<file path="src/rtl/tt_rebot449_lingret_alu_seq.sv">
// tt_rebot449_lingret_alu_seq
// Sequential ALU with valid/ready handshakes on both sides. Logic, add and
// subtract ops finish in one cycle. Multiply is an iterative shift-add that
// consumes one multiplier bit per cycle.
//
// Ports
//   clk            : clock, rising edge
//   rst            : synchronous active-high reset
//   i_instruction  : op select in bits [2:0]; bits [7:3] are ignored
//   i_data_0       : operand A
//   i_data_1       : operand B
//   i_valid        : request present
//   o_ready        : request accepted this cycle (IDLE only)
//   o_result       : registered result
//   o_flags        : {illegal, overflow, carry, zero}, registered with o_result
//   o_valid        : o_result/o_flags valid (DONE only)
//   i_ready        : downstream consumes the result
module tt_rebot449_lingret_alu_seq #(
  parameter int WIDTH = 8
) (
  input  logic             clk,
  input  logic             rst,
  input  logic [7:0]       i_instruction,
  input  logic [WIDTH-1:0] i_data_0,
  input  logic [WIDTH-1:0] i_data_1,
  input  logic             i_valid,
  output logic             o_ready,
  output logic [WIDTH-1:0] o_result,
  output logic [3:0]       o_flags,
  output logic             o_valid,
  input  logic             i_ready
);

  localparam int CW = (WIDTH > 1) ? $clog2(WIDTH) : 1;
  localparam logic [CW-1:0] LAST = CW'(WIDTH - 1);

  typedef enum logic [1:0] {IDLE, BUSY, DONE} state_t;

  state_t             state_q;
  logic               ready_q, valid_q;
  logic [WIDTH-1:0]   result_q;
  logic [3:0]         flags_q;

  // Multiplier datapath: multiplicand shifts left, multiplier shifts right.
  logic [2*WIDTH-1:0] mcand_q, acc_q, acc_d;
  logic [WIDTH-1:0]   mplier_q;
  logic [CW-1:0]      cnt_q;

  logic [2:0]         op;
  logic [WIDTH:0]     sum, diff;
  logic [WIDTH-1:0]   res_d;
  logic               ill_d, ovf_d, cy_d;
  logic               unused_instr;

  assign op           = i_instruction[2:0];
  assign unused_instr = ^i_instruction[7:3];

  // diff is B-A; its top bit is the borrow.
  assign sum  = {1'b0, i_data_0} + {1'b0, i_data_1};
  assign diff = {1'b0, i_data_1} - {1'b0, i_data_0};

  assign acc_d = acc_q + (mplier_q[0] ? mcand_q : '0);

  // Single-cycle ops evaluated on the live inputs; only used at accept.
  always_comb begin
    res_d = '0;
    ill_d = 1'b0;
    ovf_d = 1'b0;
    cy_d  = 1'b0;
    case (op)
      3'b000: res_d = i_data_0 | i_data_1;
      3'b001: res_d = ~(i_data_0 & i_data_1);
      3'b010: res_d = ~(i_data_0 | i_data_1);
      3'b011: res_d = i_data_0 & i_data_1;
      3'b100: begin
        res_d = sum[WIDTH-1:0];
        cy_d  = sum[WIDTH];
        ovf_d = (i_data_0[WIDTH-1] == i_data_1[WIDTH-1]) &&
                (sum[WIDTH-1] != i_data_0[WIDTH-1]);
      end
      3'b101: begin
        res_d = diff[WIDTH-1:0];
        cy_d  = diff[WIDTH];
        ovf_d = (i_data_1[WIDTH-1] != i_data_0[WIDTH-1]) &&
                (diff[WIDTH-1] != i_data_1[WIDTH-1]);
      end
      3'b111:  ill_d = 1'b1;
      default: res_d = '0;  // 110 is handled by the BUSY path
    endcase
  end

  always_ff @(posedge clk) begin
    if (rst) begin
      state_q  <= IDLE;
      ready_q  <= 1'b1;
      valid_q  <= 1'b0;
      result_q <= '0;
      flags_q  <= '0;
      mcand_q  <= '0;
      mplier_q <= '0;
      acc_q    <= '0;
      cnt_q    <= '0;
    end else begin
      case (state_q)
        IDLE: begin
          if (i_valid) begin
            ready_q <= 1'b0;
            if (op == 3'b110) begin
              mcand_q  <= {{WIDTH{1'b0}}, i_data_0};
              mplier_q <= i_data_1;
              acc_q    <= '0;
              cnt_q    <= '0;
              state_q  <= BUSY;
            end else begin
              result_q <= res_d;
              flags_q  <= {ill_d, ovf_d, cy_d, (res_d == '0)};
              valid_q  <= 1'b1;
              state_q  <= DONE;
            end
          end
        end
        BUSY: begin
          acc_q    <= acc_d;
          mcand_q  <= mcand_q << 1;
          mplier_q <= mplier_q >> 1;
          cnt_q    <= cnt_q + 1'b1;
          // Last iteration writes the result straight from the adder so
          // DONE is entered after exactly WIDTH BUSY cycles.
          if (cnt_q == LAST) begin
            result_q <= acc_d[WIDTH-1:0];
            flags_q  <= {1'b0, 1'b0, |acc_d[2*WIDTH-1:WIDTH],
                         (acc_d[WIDTH-1:0] == '0)};
            valid_q  <= 1'b1;
            state_q  <= DONE;
          end
        end
        DONE: begin
          if (i_ready) begin
            valid_q <= 1'b0;
            ready_q <= 1'b1;
            state_q <= IDLE;
          end
        end
        default: begin
          state_q <= IDLE;
          ready_q <= 1'b1;
          valid_q <= 1'b0;
        end
      endcase
    end
  end

  assign o_ready  = ready_q;
  assign o_valid  = valid_q;
  assign o_result = result_q;
  assign o_flags  = flags_q;

endmodule

</file>
<file path="config.mk">
export PLATFORM = sky130hd
export DESIGN_NAME = tt_rebot449_lingret_alu_seq
export DESIGN_NICKNAME = d
export VERILOG_FILES = /design/src/rtl/tt_rebot449_lingret_alu_seq.sv
export SDC_FILE = /design/constraint.sdc
export NUM_CORES = 1
export LEC_CHECK = 0
export ABC_AREA = 1
export BUFFER_PORTS_ARGS = -buffer_cell sky130_fd_sc_hd__buf_4
export CORE_ASPECT_RATIO = 2
export CORE_MARGIN = 5
export CORE_UTILIZATION = 50
export CTS_CLUSTER_SIZE = 12
export DETAILED_ROUTE_END_ITERATION = 12
export PLACE_DENSITY = 0.73
export SLEW_MARGIN = 20
export SYNTH_ARGS = -nofsm -noshare
export SYNTH_HDL_FRONTEND = slang
export SYNTH_SLANG_ARGS = --single-unit
</file>
<file path="constraint.sdc">
create_clock -name clk -period 3.1 [get_ports clk]
set_input_delay 0.31 -clock clk [delete_from_list [all_inputs] [get_ports clk]]
set_output_delay 0.31 -clock clk [all_outputs]
set_load 0.02 [all_outputs]
</file>
==> Word level (Yosys, flattened, before mapping) <==
Cells that the tools add are included.
{ "word_totals": {"elab_cells": 88, "ff_bits": 59, "output_inout_bits": 14} }
{ "op_classes": {"reduce_logical": 13, "mux": 38, "add_sub_neg": 4, "bitwise_logic": 5, "n_eq_ne": 19} }
{ "op_table": {"columns": ["op", "count"], "rows": [
  ["$mux W16", 5],
  ["$pmux W16 S2", 2],
  ["$pmux W8 S6", 1],
  ["$mux W8", 5],
  ["$pmux W8 S2", 2],
  ["$add A16 B16 Y16", 1],
  ["$logic_not A8 Y1", 2],
  ["$not A8 Y8", 2],
  ["$eq A3 B3 Y1 const B", 5],
  ["$mux W4", 3],
  ["$ne A2 B2 Y1 const B", 5],
  ["$add A8 B8 Y9", 1],
  ["$reduce_and A3 Y1", 3],
  ["$sub A8 B8 Y9", 1],
  ["$and A8 B8 Y8", 1],
  ["$mux W2", 4],
  ["$or A8 B8 Y8", 1],
  ["$pmux W4 S2", 1],
  ["$reduce_and A4 Y1", 2],
  ["$reduce_or A8 Y1", 1],
  ["$mux W1", 7],
  ["$eq A3 B2 Y1 const B", 2],
  ["$mux W3", 2],
  ["$pmux W1 S3", 2],
  ["14 further kinds", 18]
]} }

==> Longest topological paths before layout <==
{ "depth": {"word_depth": 7, "mapped_depth": 18, "ltp_nobuf": 16} }

==> Least setup slack after synthesis <==
Ideal clock, no wire load.
{ "synth_path": {"path_kind": "reg2reg", "start": "register mplier_q[0]", "end": "register flags_q[1], in the netlist o_flags[1]", "slack_ps": 925, "t_required_ps": 2968, "stages_incl_launch_ff": 18, "synth_period_minus_slack_ps": 2175, "n_path_buf": 2, "setup_time_ps": 132, "arrival_time_ps": 2043, "cell_sequence": "dfxtp_1 > clkbuf_1 > clkbuf_1 > nand2_1 > inv_1 > ha_1 > nand2_1 > nand2_1 > nand2_1 > nand3_1 > nand2_1 > nand3_1 > nand2_1 > nand2_1 > nor2_1 > nand3_1 > nand2_1 > a21oi_1"} }
{ "synth_via": {"elab_chain_cells": 5} }
{ "synth_rtl": {"columns": ["element", "line_no", "source"], "rows": [
  ["from (decl)", "46", "logic [WIDTH-1:0] mplier_q;"],
  ["from (signal assigned)", "110", "mplier_q <= i_data_1;"],
  ["from (signal assigned)", "125", "mplier_q <= mplier_q >> 1;"],
  ["$mux W16", "62", "assign acc_d = acc_q + (mplier_q[0] ? mcand_q : '0);"],
  ["$add A16 B16 Y16", "62", null],
  ["$reduce_or A8 Y1", "131", "flags_q <= {1'b0, 1'b0, |acc_d[2*WIDTH-1:WIDTH],"],
  ["$mux W4", "129", "if (cnt_q == LAST) begin"],
  ["$pmux W4 S2", "104", "case (state_q)"],
  ["to (signal assigned)", "116", "flags_q <= {ill_d, ovf_d, cy_d, (res_d == '0)};"],
  ["to (signal assigned)", "131", null],
  ["to (decl)", "42", "logic [3:0] flags_q;"]
]} }
Every way passes these cells. The select of a mux whose other input is x is not followed.
A chain may end at the register's enable or synchronous reset.

==> Final worst setup path <==
Ends and elaborated chain as after synthesis.

==> qor.yml <==
status:
  outcome: "completed"
place:
  dp_hpwl_um: 11200
  post-place-ws_ns: 0.466
  port_buffers: 36
  place.gp.congestion: 1.01
pwr:
  p_total_mw: 2.84
  switchingPower_mw: 1.03
  ir_worst_vdd_mv: 0.279
  combPwrFrac: 0.309
  seqPwrFrac: 0.346
  p_sw_frac: 0.364
  p_int_mw: 1.81
  pwr-share-clk: 0.345
  p_leak_nw: 2.80
  power_density_nw_per_um2: 536
routing:
  wl_per_cell_um: 15.9
  dr_total_vias: 5060
  wl_um: 14200
  viasPerCell: 5.65
  drtIter0Drc: 339
  drtAntennaViolNets: 0
  drc: 0
  dr.pass1.iters: 5
clock_network:
  ctsHoldBuffers: 0
  cts-root-buf: "clkbuf_16"
  cts_tree: "built"
  numCtsBuffers: 9
  cts.reportedPaths.clkPinSlew_ns: 0.05
  cts_htree_levels: 3
  clk_latency_ns: 0.33
  cts.sinks: 59
  cts.path.max_buffers: 2
  cts_resized: 0
  post_cts_buffers: 0
critical_path:
  max_stage_delay_ns: 0.73
  crit_cells: 15
  crit_buf_inv: 2
  regToRegStartpoint: "mplier_q[0]$_SDFFE_PP0P_"
  crit_chain: "nand2_1 > inv_1 > ha_1 > nand2_1 > inv_1 > nand2_1 > nand3_1 > nand2_1 > nand2_1 > nand2_1 > nand3_1 > nor2_1 > nand3_1 > nand2_1 > a21oi_1"
  required_ns: 3.30
  worst-path-max-fanout: 17
  worst_path_dominant_cell_family: "simple AND/OR/NAND/NOR gates"
  cp-end-kind: "flop"
  setup.worst_path.start: "mplier_q[0]$_SDFFE_PP0P_"
  cp-endpoint: "o_flags[1]$_SDFFE_PP0P_"
  crit_arrival_ns: 2.93
  critPathLaunchType: "flop"
  r2r-end: "o_flags[1]$_SDFFE_PP0P_"
  crit_top_cell: "nand2_1"
  slowest_stage: "dfxtp_1"
  r2r_slack_ns: 0.38
  reg2reg_depth: 15
  path_class: "reg2reg"
global_routing:
  grt_pass1_vias: 4973
  grt_pass1_wl_um: 22600
  grt_use_total: 0.249
  antenna_found_initial: 0
  gr-total-overflow: 0
  grt_max_degree: 41
synthesis:
  ys_ff_latch: 59
  ys_async_sr_fraction: 0
  syn_area_per_cell_um2: 6.17
  syn_nets: 832
  synth_area_leader_cell: "dfxtp_1"
  ys_types: 33
  ys_top_cells_by_area: "dfxtp_1 (25%), nand2_1 (19%), ha_1 (11%), inv_1 (9.1%), nand3_1 (6.3%)"
  synth_top_area_frac: 0.252
  synth_edf_count: 0
  ys_warn_count: 0
  synth_flop_cell: "dfxtp_1"
  synthCells: 760
  ys_seq_area_frac: 0.252
  mappedNetlistArea_um2: 4690
timing:
  final_hold_viol_count: 0
  skew_ns: 0.00717
  fin_ws_ns: 0.375
  layout_min_cycle_time_ns: 2.72
  worst_pin_slew_ns: 0.703
  maxSlewViolCount: 0
  rsz0062_at_grt: "false"
  fmax_mhz: 367
  setup_viol: 0
  slew_headroom: 0.531
  setup-tns-final_ns: 0
  post-route-period-util: 0.879
finish:
  area_growth_pct: 13.1
  utilization: 0.572
  diodes: 0
  fin_nets: 858
  final_layout_size_suffix_gt1_frac: 0.0885
die:
  chipHeight_um: 147
  ioPinCount: 42
  placementRows: 50
  initial_core_util: 0.506
  die_x_um: 78.5
  die_area_um2: 11500
  coreArea_um2: 9260
flow_run:
  drv.max_cap_violation_count: 0
min_path:
  hold_class: "in2reg"
[area by class of cell]
type	instances	area [um2]
clock inverter	5	52.6
sequential	59	1180
inverter	119	447
clock buffer	11	243
timing repair buffer	39	293
tap	104	130
fill	936	3960
multi-input combinational	558	2950
[cell usage after synthesis (all sizes together) (9+ instances only)]
cell type / count
o21ai: 40
inv: 119
nor3: 9
a31oi: 21
clkbuf: 16
nand2: 240
nor2: 46
nand4: 14
a21oi: 53
nand3: 59
dfxtp: 59
ha: 41
[state kept, by name, summed over array words and instances, names as in the netlist]
name	cells
acc_q	16
cnt_q	3
mcand_q	16
mplier_q	8
o_flags	4
o_ready	1
o_result	8
o_valid	1
state_q	2
[worst min path at each step]
stage / startpoint / end / slack, ns / cells after the start
CTS: i_valid / o_flags[2]$_SDFFE_PP0P_ / 0.28 / 3
global route: i_valid / o_flags[2]$_SDFFE_PP0P_ / 0.29 / 3
finish: i_valid / o_flags[2]$_SDFFE_PP0P_ / 0.28 / 3
floorplan: mcand_q[15]$_SDFFE_PP0P_ / mcand_q[15]$_SDFFE_PP0P_ / 0.44 / 2
global placement: cnt_q[1]$_SDFFE_PP0P_ / cnt_q[1]$_SDFFE_PP0P_ / 0.45 / 2
detailed placement: acc_q[2]$_SDFFE_PP0P_ / acc_q[2]$_SDFFE_PP0P_ / 0.46 / 2
[power by group through the flow]
stage,Clock (mW),Combinational [mW],Sequential [mW]
after floorplan,0,0.559,1.01
after global placement,0,0.842,0.991
after detailed placement,0,0.861,0.992
after CTS,0.986,0.871,0.980
after global routing,1.03,0.959,0.994
final,0.981,0.877,0.983
[cell usage in the layout (no fill, tap or decap), types with 2 or more instances in the layout]
| cell | Yosys | routed |
|---|---|---|
| nor3_2 | 3 | 3 |
| clkbuf_16 | 0 | 9 |
| inv_1 | 114 | 114 |
| nand4_1 | 14 | 14 |
| buf_4 | 0 | 39 |
| a31oi_1 | 21 | 21 |
| o22ai_1 | 3 | 3 |
| o211ai_1 | 2 | 2 |
| a21oi_1 | 53 | 53 |
| fa_1 | 3 | 3 |
| or2_2 | 4 | 4 |
| nand2_1 | 240 | 240 |
| nor3_1 | 6 | 6 |
| dfxtp_1 | 59 | 59 |
| nand3b_1 | 6 | 6 |
| ha_1 | 41 | 41 |
| xor2_1 | 6 | 6 |
| nand3_1 | 59 | 59 |
| clkinv_2 | 0 | 3 |
| nor2_1 | 45 | 45 |
| inv_2 | 5 | 5 |
| and2_1 | 2 | 2 |
| o21ai_0 | 38 | 38 |
| xnor2_1 | 3 | 3 |
[cells by family after synthesis]
kind of cell / share of synthesized area
and+or+nand+nor: 0.344
buffers and inverters: 0.118
AOI/OAI and AO/OA: 0.147
DFF: 0.252
adders and majority gates: 0.122
xor gates and xnor gates: 0.0168
[metrics by stage]
| step | std cells | hold slack [ns] | cell area, um2 |
|---|---|---|---|
| floorplan | 760 | 0.440 | 4690 |
| global placement | 879 | 0.452 | 5000 |
| detailed placement | 879 | 0.459 | 5000 |
| CTS | 895 | 0.278 | 5300 |
| global route | 895 | 0.288 | 5300 |
| finish | 895 | 0.281 | 5300 |
[worst register-to-register path, stage by stage, from the launching register on]
cell and delay, ns:
dfxtp_1 0.73, nand2_1 0.16, inv_1 0.09, ha_1 0.27, nand2_1 0.15, inv_1 0.05, nand2_1 0.06, nand3_1 0.19
nand2_1 0.13, nand2_1 0.05, nand2_1 0.07, nand3_1 0.13, nor2_1 0.21, nand3_1 0.13, nand2_1 0.11, a21oi_1 0.06
[per-layer routing]
metal / up-vias / track usage / part of all wire
met3: 75 / 0.0252 / 0.030
met2: 158 / 0.487 / 0.54
met5: - / 0 / 0
met4: 0 / 0.210 / 0.081
li1: 2500 / - / -
met1: 2327 / 0.215 / 0.35
Power figures use the tool's default switching activity.
